[config.mk]
export PLATFORM = sky130hd
export DESIGN_NAME = dram_sequencer
export DESIGN_NICKNAME = d
export VERILOG_FILES = /design/src/rtl/dram_sequencer_pkg.sv /design/src/rtl/dram_sequencer_rowcol_selector.sv /design/src/rtl/dram_sequencer.sv
export SDC_FILE = /design/constraint.sdc
export NUM_CORES = 1
export LEC_CHECK = 0
export CAP_MARGIN = 30
export CORE_MARGIN = 3
export CORE_UTILIZATION = 35
export CTS_BUF_LIST = sky130_fd_sc_hd__clkbuf_8
export DETAILED_ROUTE_END_ITERATION = 10
export MAX_ROUTING_LAYER = met4
export PLACE_DENSITY = 0.89
export SETUP_SLACK_MARGIN = 0.5
export SLEW_MARGIN = 5
export SYNTH_ARGS = -nofsm -noshare
export SYNTH_HDL_FRONTEND = slang
export SYNTH_HIERARCHICAL = 1
export SYNTH_SLANG_ARGS = --single-unit
[constraint.sdc]
create_clock -name clk -period 1.6 [get_ports clk]
set_clock_uncertainty 0.15 [all_clocks]
set_input_delay 0.32 -clock clk [delete_from_list [all_inputs] [get_ports clk]]
set_output_delay 0.32 -clock clk [all_outputs]
set_load 0.02 [all_outputs]
[src/rtl/dram_sequencer_pkg.sv]
// Shared definitions for the VG8020 DRAM strobe sequencer: state encoding,
// idle strobe levels and the state-to-strobe decode.
package dram_sequencer_pkg;

    typedef enum logic [2:0] {
        ST_IDLE    = 3'd0,
        ST_RAS     = 3'd1,
        ST_MUX     = 3'd2,
        ST_CAS     = 3'd3,
        ST_REFRESH = 3'd4,
        ST_PRE     = 3'd5
    } state_t;

    typedef struct packed {
        logic ras_n;
        logic cas_n;
        logic we_n;
        logic mux;
        logic busy;
    } strobes_t;

    localparam strobes_t IDLE_STROBES = '{ras_n: 1'b1, cas_n: 1'b1, we_n: 1'b1, mux: 1'b0, busy: 1'b0};

    // we_n only follows the write flag while the column address is on the bus.
    function automatic strobes_t decode_strobes(input state_t s, input logic wr);
        strobes_t o;
        o      = IDLE_STROBES;
        o.busy = (s != ST_IDLE);
        case (s)
            ST_RAS: begin
                o.ras_n = 1'b0;
            end
            ST_MUX: begin
                o.ras_n = 1'b0;
                o.mux   = 1'b1;
                o.we_n  = ~wr;
            end
            ST_CAS: begin
                o.ras_n = 1'b0;
                o.cas_n = 1'b0;
                o.mux   = 1'b1;
                o.we_n  = ~wr;
            end
            ST_REFRESH: begin
                o.ras_n = 1'b0;
            end
            default: begin
            end
        endcase
        return o;
    endfunction

endpackage

[src/rtl/dram_sequencer_rowcol_selector.sv]
// Row/column address multiplexer for the 8-bit DRAM address bus.
module rowcol_selector (
    input  logic [15:0] addr,
    input  logic        mux,
    output logic [7:0]  dram_addr
);

    assign dram_addr = mux ? addr[15:8] : addr[7:0];

endmodule

[src/rtl/dram_sequencer.sv]
// DRAM strobe sequencer (RAS_n, MUX, CAS_n, WE_n) driven from the Z80 bus cycle.
// Define DRAM_REFRESH_EN to build the RAS-only REFRESH state.
module dram_sequencer
    import dram_sequencer_pkg::*;
#(
    parameter int RAS_TO_MUX = 1,
    parameter int MUX_TO_CAS = 1,
    parameter int PRECHARGE  = 2
) (
    input  logic        clk,
    input  logic        reset,
    input  logic        mreq_n,
    input  logic        rd_n,
    input  logic        wr_n,
    input  logic        rfsh_n,
    input  logic        ram_sel,
    input  logic [15:0] addr,
    output logic [7:0]  dram_addr,
    output logic        ras_n,
    output logic        cas_n,
    output logic        we_n,
    output logic        mux,
    output logic        busy
);

    state_t     state;
    state_t     next_state;
    logic [1:0] phase;
    logic [1:0] next_phase;
    logic       wr_flag;
    logic       next_wr_flag;
    strobes_t   strobes;
    strobes_t   next_strobes;

    // Phase counter is loaded with (duration - 1) and counts down to zero.
    function automatic logic [1:0] phase_load(input state_t s);
        case (s)
            ST_RAS:  return 2'(RAS_TO_MUX - 1);
            ST_MUX:  return 2'(MUX_TO_CAS - 1);
            ST_PRE:  return 2'(PRECHARGE - 1);
            default: return 2'd0;
        endcase
    endfunction

    always_comb begin
        next_state   = state;
        next_wr_flag = wr_flag;
        case (state)
            ST_IDLE: begin
                if (!mreq_n) begin
                    if (!rfsh_n) begin
`ifdef DRAM_REFRESH_EN
                        next_state = ST_REFRESH;
`endif
                    end else if (ram_sel && (!rd_n || !wr_n)) begin
                        next_state   = ST_RAS;
                        next_wr_flag = !wr_n;
                    end
                end
            end
            ST_RAS: begin
                if (mreq_n)
                    next_state = ST_PRE;
                else if (phase == 2'd0)
                    next_state = ST_MUX;
            end
            ST_MUX: begin
                if (mreq_n)
                    next_state = ST_PRE;
                else if (phase == 2'd0)
                    next_state = ST_CAS;
            end
            ST_CAS: begin
                if (mreq_n)
                    next_state = ST_PRE;
            end
`ifdef DRAM_REFRESH_EN
            ST_REFRESH: begin
                if (mreq_n)
                    next_state = ST_PRE;
            end
`endif
            ST_PRE: begin
                if (phase == 2'd0)
                    next_state = ST_IDLE;
            end
            default: begin
                next_state = ST_IDLE;
            end
        endcase

        next_phase = (phase != 2'd0) ? phase - 2'd1 : phase;
        if (next_state != state)
            next_phase = phase_load(next_state);

        // Strobes are decoded from the next state so they leave the register with it.
        next_strobes = decode_strobes(next_state, next_wr_flag);
    end

    always_ff @(posedge clk) begin
        if (reset) begin
            state   <= ST_IDLE;
            phase   <= 2'd0;
            wr_flag <= 1'b0;
            strobes <= IDLE_STROBES;
        end else begin
            state   <= next_state;
            phase   <= next_phase;
            wr_flag <= next_wr_flag;
            strobes <= next_strobes;
        end
    end

    assign ras_n = strobes.ras_n;
    assign cas_n = strobes.cas_n;
    assign we_n  = strobes.we_n;
    assign mux   = strobes.mux;
    assign busy  = strobes.busy;

    rowcol_selector u_rowcol_selector (
        .addr      (addr),
        .mux       (mux),
        .dram_addr (dram_addr)
    );

endmodule

==> flow_summary_export.csv <==
group,metric,value,unit
critical_path,critical_path_required,1580,ps
global_routing,global_route.overflow_total,0,
layout,layout.nets,156,
timing,min_period,1670,ps
global_routing,pin_count_of_the_biggest_net_entering_global_routing,8,
critical_path,critical_path.reg2reg.endpoint,"phase[0]",
synthesis,ys.flop_type,"sky130_fd_sc_hd__dfxtp_1",
critical_path,setup.worst_path.start_class,"flop",
drt,drt_pre_antenna_iters,4,
min_path,hold_start,"wr_flag",
timing,timing_worst_slew_pin_value,317,ps
job,max-cap-violations,0,
synthesis,ys_ff_latch,11,
timing,layout_worst_path_cycle_share,1.04,
drt,drt_iter0_markers,17,
synthesis,post_synth_inst_count,65,
synthesis,synth.top_cells.by_area,"sky130_fd_sc_hd__dfxtp_1 (35%), sky130_fd_sc_hd__mux2_4 (21%), sky130_fd_sc_hd__nor2_1 (4.8%)",
timing,rsz_0062_raised_after_global_routing,"true",
min_path,hold_path_end,"wr_flag",
synthesis,async_flop_share,0,
cts,clock_pin_slew_worst_setup_and_hold_paths,50,ps
critical_path,crit_end_category,"flop",
synthesis,synthDominantAreaCellType,"sky130_fd_sc_hd__dfxtp_1",
die,chipHeight,48.4,um
min_path,min_path_type,"reg -> reg",
die,initial_standard_cell_utilization_of_the_core,0.395,
drt,drcViolationCount,0,
layout,num-fill-cells,61,
synthesis,synth_enable_flop_cells,0,
cts,cts_hold_buffers,0,
synthesis,synth.net_count,89,
critical_path,path_max_fanout,2,
timing,report.final.hold_viol_count,0,
drt,detail-route-antenna-nets,0,
synthesis,yosys.cell_types.count,28,
die,rows,14,
critical_path,crit_path_top_delay_cell,"sky130_fd_sc_hd__dfxtp_2",
placed_design,port_buffers,35,
synthesis,yosysTopAreaCellShare,0.350,
layout,syn_to_final_growth,129,%
critical_path,timing.reg2reg.worst_path_depth,4,
status,run_status,"finished with violations",
cts,cell_at_the_root_of_the_clock_tree,"sky130_fd_sc_hd__clkbuf_8",
critical_path,timing.critical_path.max_delay_family,"compound AO/OA/AOI/OAI gates",
synthesis,seq_area_frac_synth,0.350,
cts,cts_tree,"done",
critical_path,path_cells,"or2_1 > a31o_1 > o221a_1 > mux2_4",
die,pin_count,36,
drt,route.final.wire_length,2910,um
global_routing,via_count_of_the_first_global_routing_pass,811,
cts,cts.path.max_buffers,2,
synthesis,yosysWarningCount,6,
critical_path,timing.rr.start,"state[1]",
timing,slew_headroom,0.789,
drt,detailroute.via_count,841,
critical_path,worst-r2r-setup-slack,-70,ps
cts,cts_sinks,11,
synthesis,syn-mean-instance-area,9.68,um2
cts,cts_inserted_buffers,3,
placed_design,place.detailed.hpwl,1440,um
pwr,power.density,987,nW/um2
critical_path,slowest_delay,320,ps
drt,detail_route.vias_per_cell,5.43,
layout,finalCoreUtilization,0.904,
drt,routedWlPerCell,18.7,um
timing,final-max-slew-violation-count,0,
critical_path,path_class,"reg -> reg",
timing,setup-tns-final,-441,ps
timing,final-setup-viol-count,9,
layout,layout_cells_sized_above_1,0.618,
global_routing,grt_first_pass_wirelength,3880,um
die,design.core.area,1590,um2
pwr,worst_ir_drop_vdd,0.880,mV
layout,antennaDiodeCount,0,
pwr,power.total,1.42,mW
critical_path,path_buf_inv,0,
global_routing,antenna_found_initial,0,
timing,fmax,598,MHz
cts,cts_max_level,1,
timing,finalWorstSetupSlack,-71.3,ps
critical_path,critical_path_arrival,1650,ps
cts,worst_skew_pair_latency,240,ps
placed_design,gp_congestion,0.889,
global_routing,groute.usage.overall,0.227,
die,die-area,2340,um2
min_path,holdPathStages,2,
die,dieWidth,48.4,um
synthesis,synthesis.area,629,um2
status,violations_in_the_final_reports,"negative setup slack",
pwr,leakage,0.638,nW
-- synthesized netlist by cell type, drive strengths merged, types with 2 or more instances --
master	n
or2	2
inv	4
a21oi	2
nor2	8
o21a	2
nand2b	2
nand2	3
clkbuf	2
nor3	3
nand4	2
dfxtp	11
mux2	9
-- area by class of cell --
type / count / area (um2) / share of cell area
Clock inverter: 1 / 3.75 / 0.00260
Timing Repair Buffer: 65 / 643 / 0.446
Multi-Input combinational cell: 47 / 474 / 0.329
Sequential cell: 11 / 234 / 0.162
Tap cell: 24 / 30.0 / 0.0208
Inverter: 4 / 15.0 / 0.0104
Clock buffer: 3 / 41.3 / 0.0286
-- layer usage --
layer | GRT usage | wire, um
met3 | 0.0675 | 290
met2 | 0.420 | 1420
met1 | 0.205 | 1110
met5 | - | 0
met4 | 0.133 | 85
-- registers in the layout (all words and copies together) (netlist names) --
| register | flops |
|---|---|
| phase | 2 |
| ras_n | 1 |
| busy | 1 |
| cas_n | 1 |
| wr_flag | 1 |
| we_n | 1 |
| mux | 1 |
| state | 3 |
-- logic make-up (layout without fill, tap and decap cells) --
family | after synthesis | after routing | share of synthesized area
compound gates | 9 | 9 | 0.105
xor+xnor | 1 | 1 | 0.0139
fa+ha+maj | 1 | 1 | 0.0199
buf+inv | 7 | 73 | 0.0537
flops | 11 | 11 | 0.350
mux | 10 | 10 | 0.231
simple gates | 26 | 26 | 0.227
-- worst reg2reg max path: stages (launching register included) --
cell and delay (ps):
sky130_fd_sc_hd__dfxtp_2 320, sky130_fd_sc_hd__or2_1 250, sky130_fd_sc_hd__a31o_1 220, sky130_fd_sc_hd__o221a_1 300, sky130_fd_sc_hd__mux2_4 320
-- power by group --
part / internal [mW] / switching [mW]
clock: 0.169 / 0.114
combinational: 0.466 / 0.337
sequential: 0.312 / 0.0256
-- worst max-delay path by stage --
stage	from	endpoint	slack, ps	depth (start not counted)
3_3_place_gp	addr[4]	dram_addr[4]	-390	3
2_1_floorplan	state[1]	phase[0]	20	4
5_1_grt	mux	dram_addr[4]	-100	3
3_5_place_dp	addr[6]	dram_addr[6]	-410	3
4_1_cts	mux	dram_addr[6]	-50	3
6_report	state[1]	phase[0]	-70	4
-- repair_timing --
item,CTS,global route
resized for setup,102,14
setup buffers,13,5
endpoints found under the setup margin,24,24
pin swaps,16,9
-- per-stage QoR --
stage | std cells | instance area (um2) | hold WS (ps) | setup slack (ps)
after floorplan | 65 | 672 | 302 | 15.7
after global placement | 133 | 1110 | 325 | -391
after detailed placement | 133 | 1110 | 355 | -415
after CTS | 150 | 1360 | 366 | -54.6
after global routing | 155 | 1440 | 439 | -96.3
final | 155 | 1440 | 367 | -71.3
-- cells in the final DEF, fill, tap and decap left out, types with 2 or more instances in the layout --
cell type	n
sky130_fd_sc_hd__buf_12	2
sky130_fd_sc_hd__buf_4	19
sky130_fd_sc_hd__buf_6	22
sky130_fd_sc_hd__clkbuf_8	3
sky130_fd_sc_hd__clkdlybuf4s50_1	16
sky130_fd_sc_hd__dfxtp_1	2
sky130_fd_sc_hd__dfxtp_2	8
sky130_fd_sc_hd__dlygate4sd2_1	6
sky130_fd_sc_hd__inv_1	3
sky130_fd_sc_hd__inv_2	2
sky130_fd_sc_hd__mux2_4	9
sky130_fd_sc_hd__nand2_1	3
sky130_fd_sc_hd__nand2b_1	2
sky130_fd_sc_hd__nand4_1	2
sky130_fd_sc_hd__nor2_1	5
sky130_fd_sc_hd__nor2_2	2
sky130_fd_sc_hd__nor3_4	2
sky130_fd_sc_hd__o21a_1	2
Note: power is estimated with default switching activity, not from simulation.
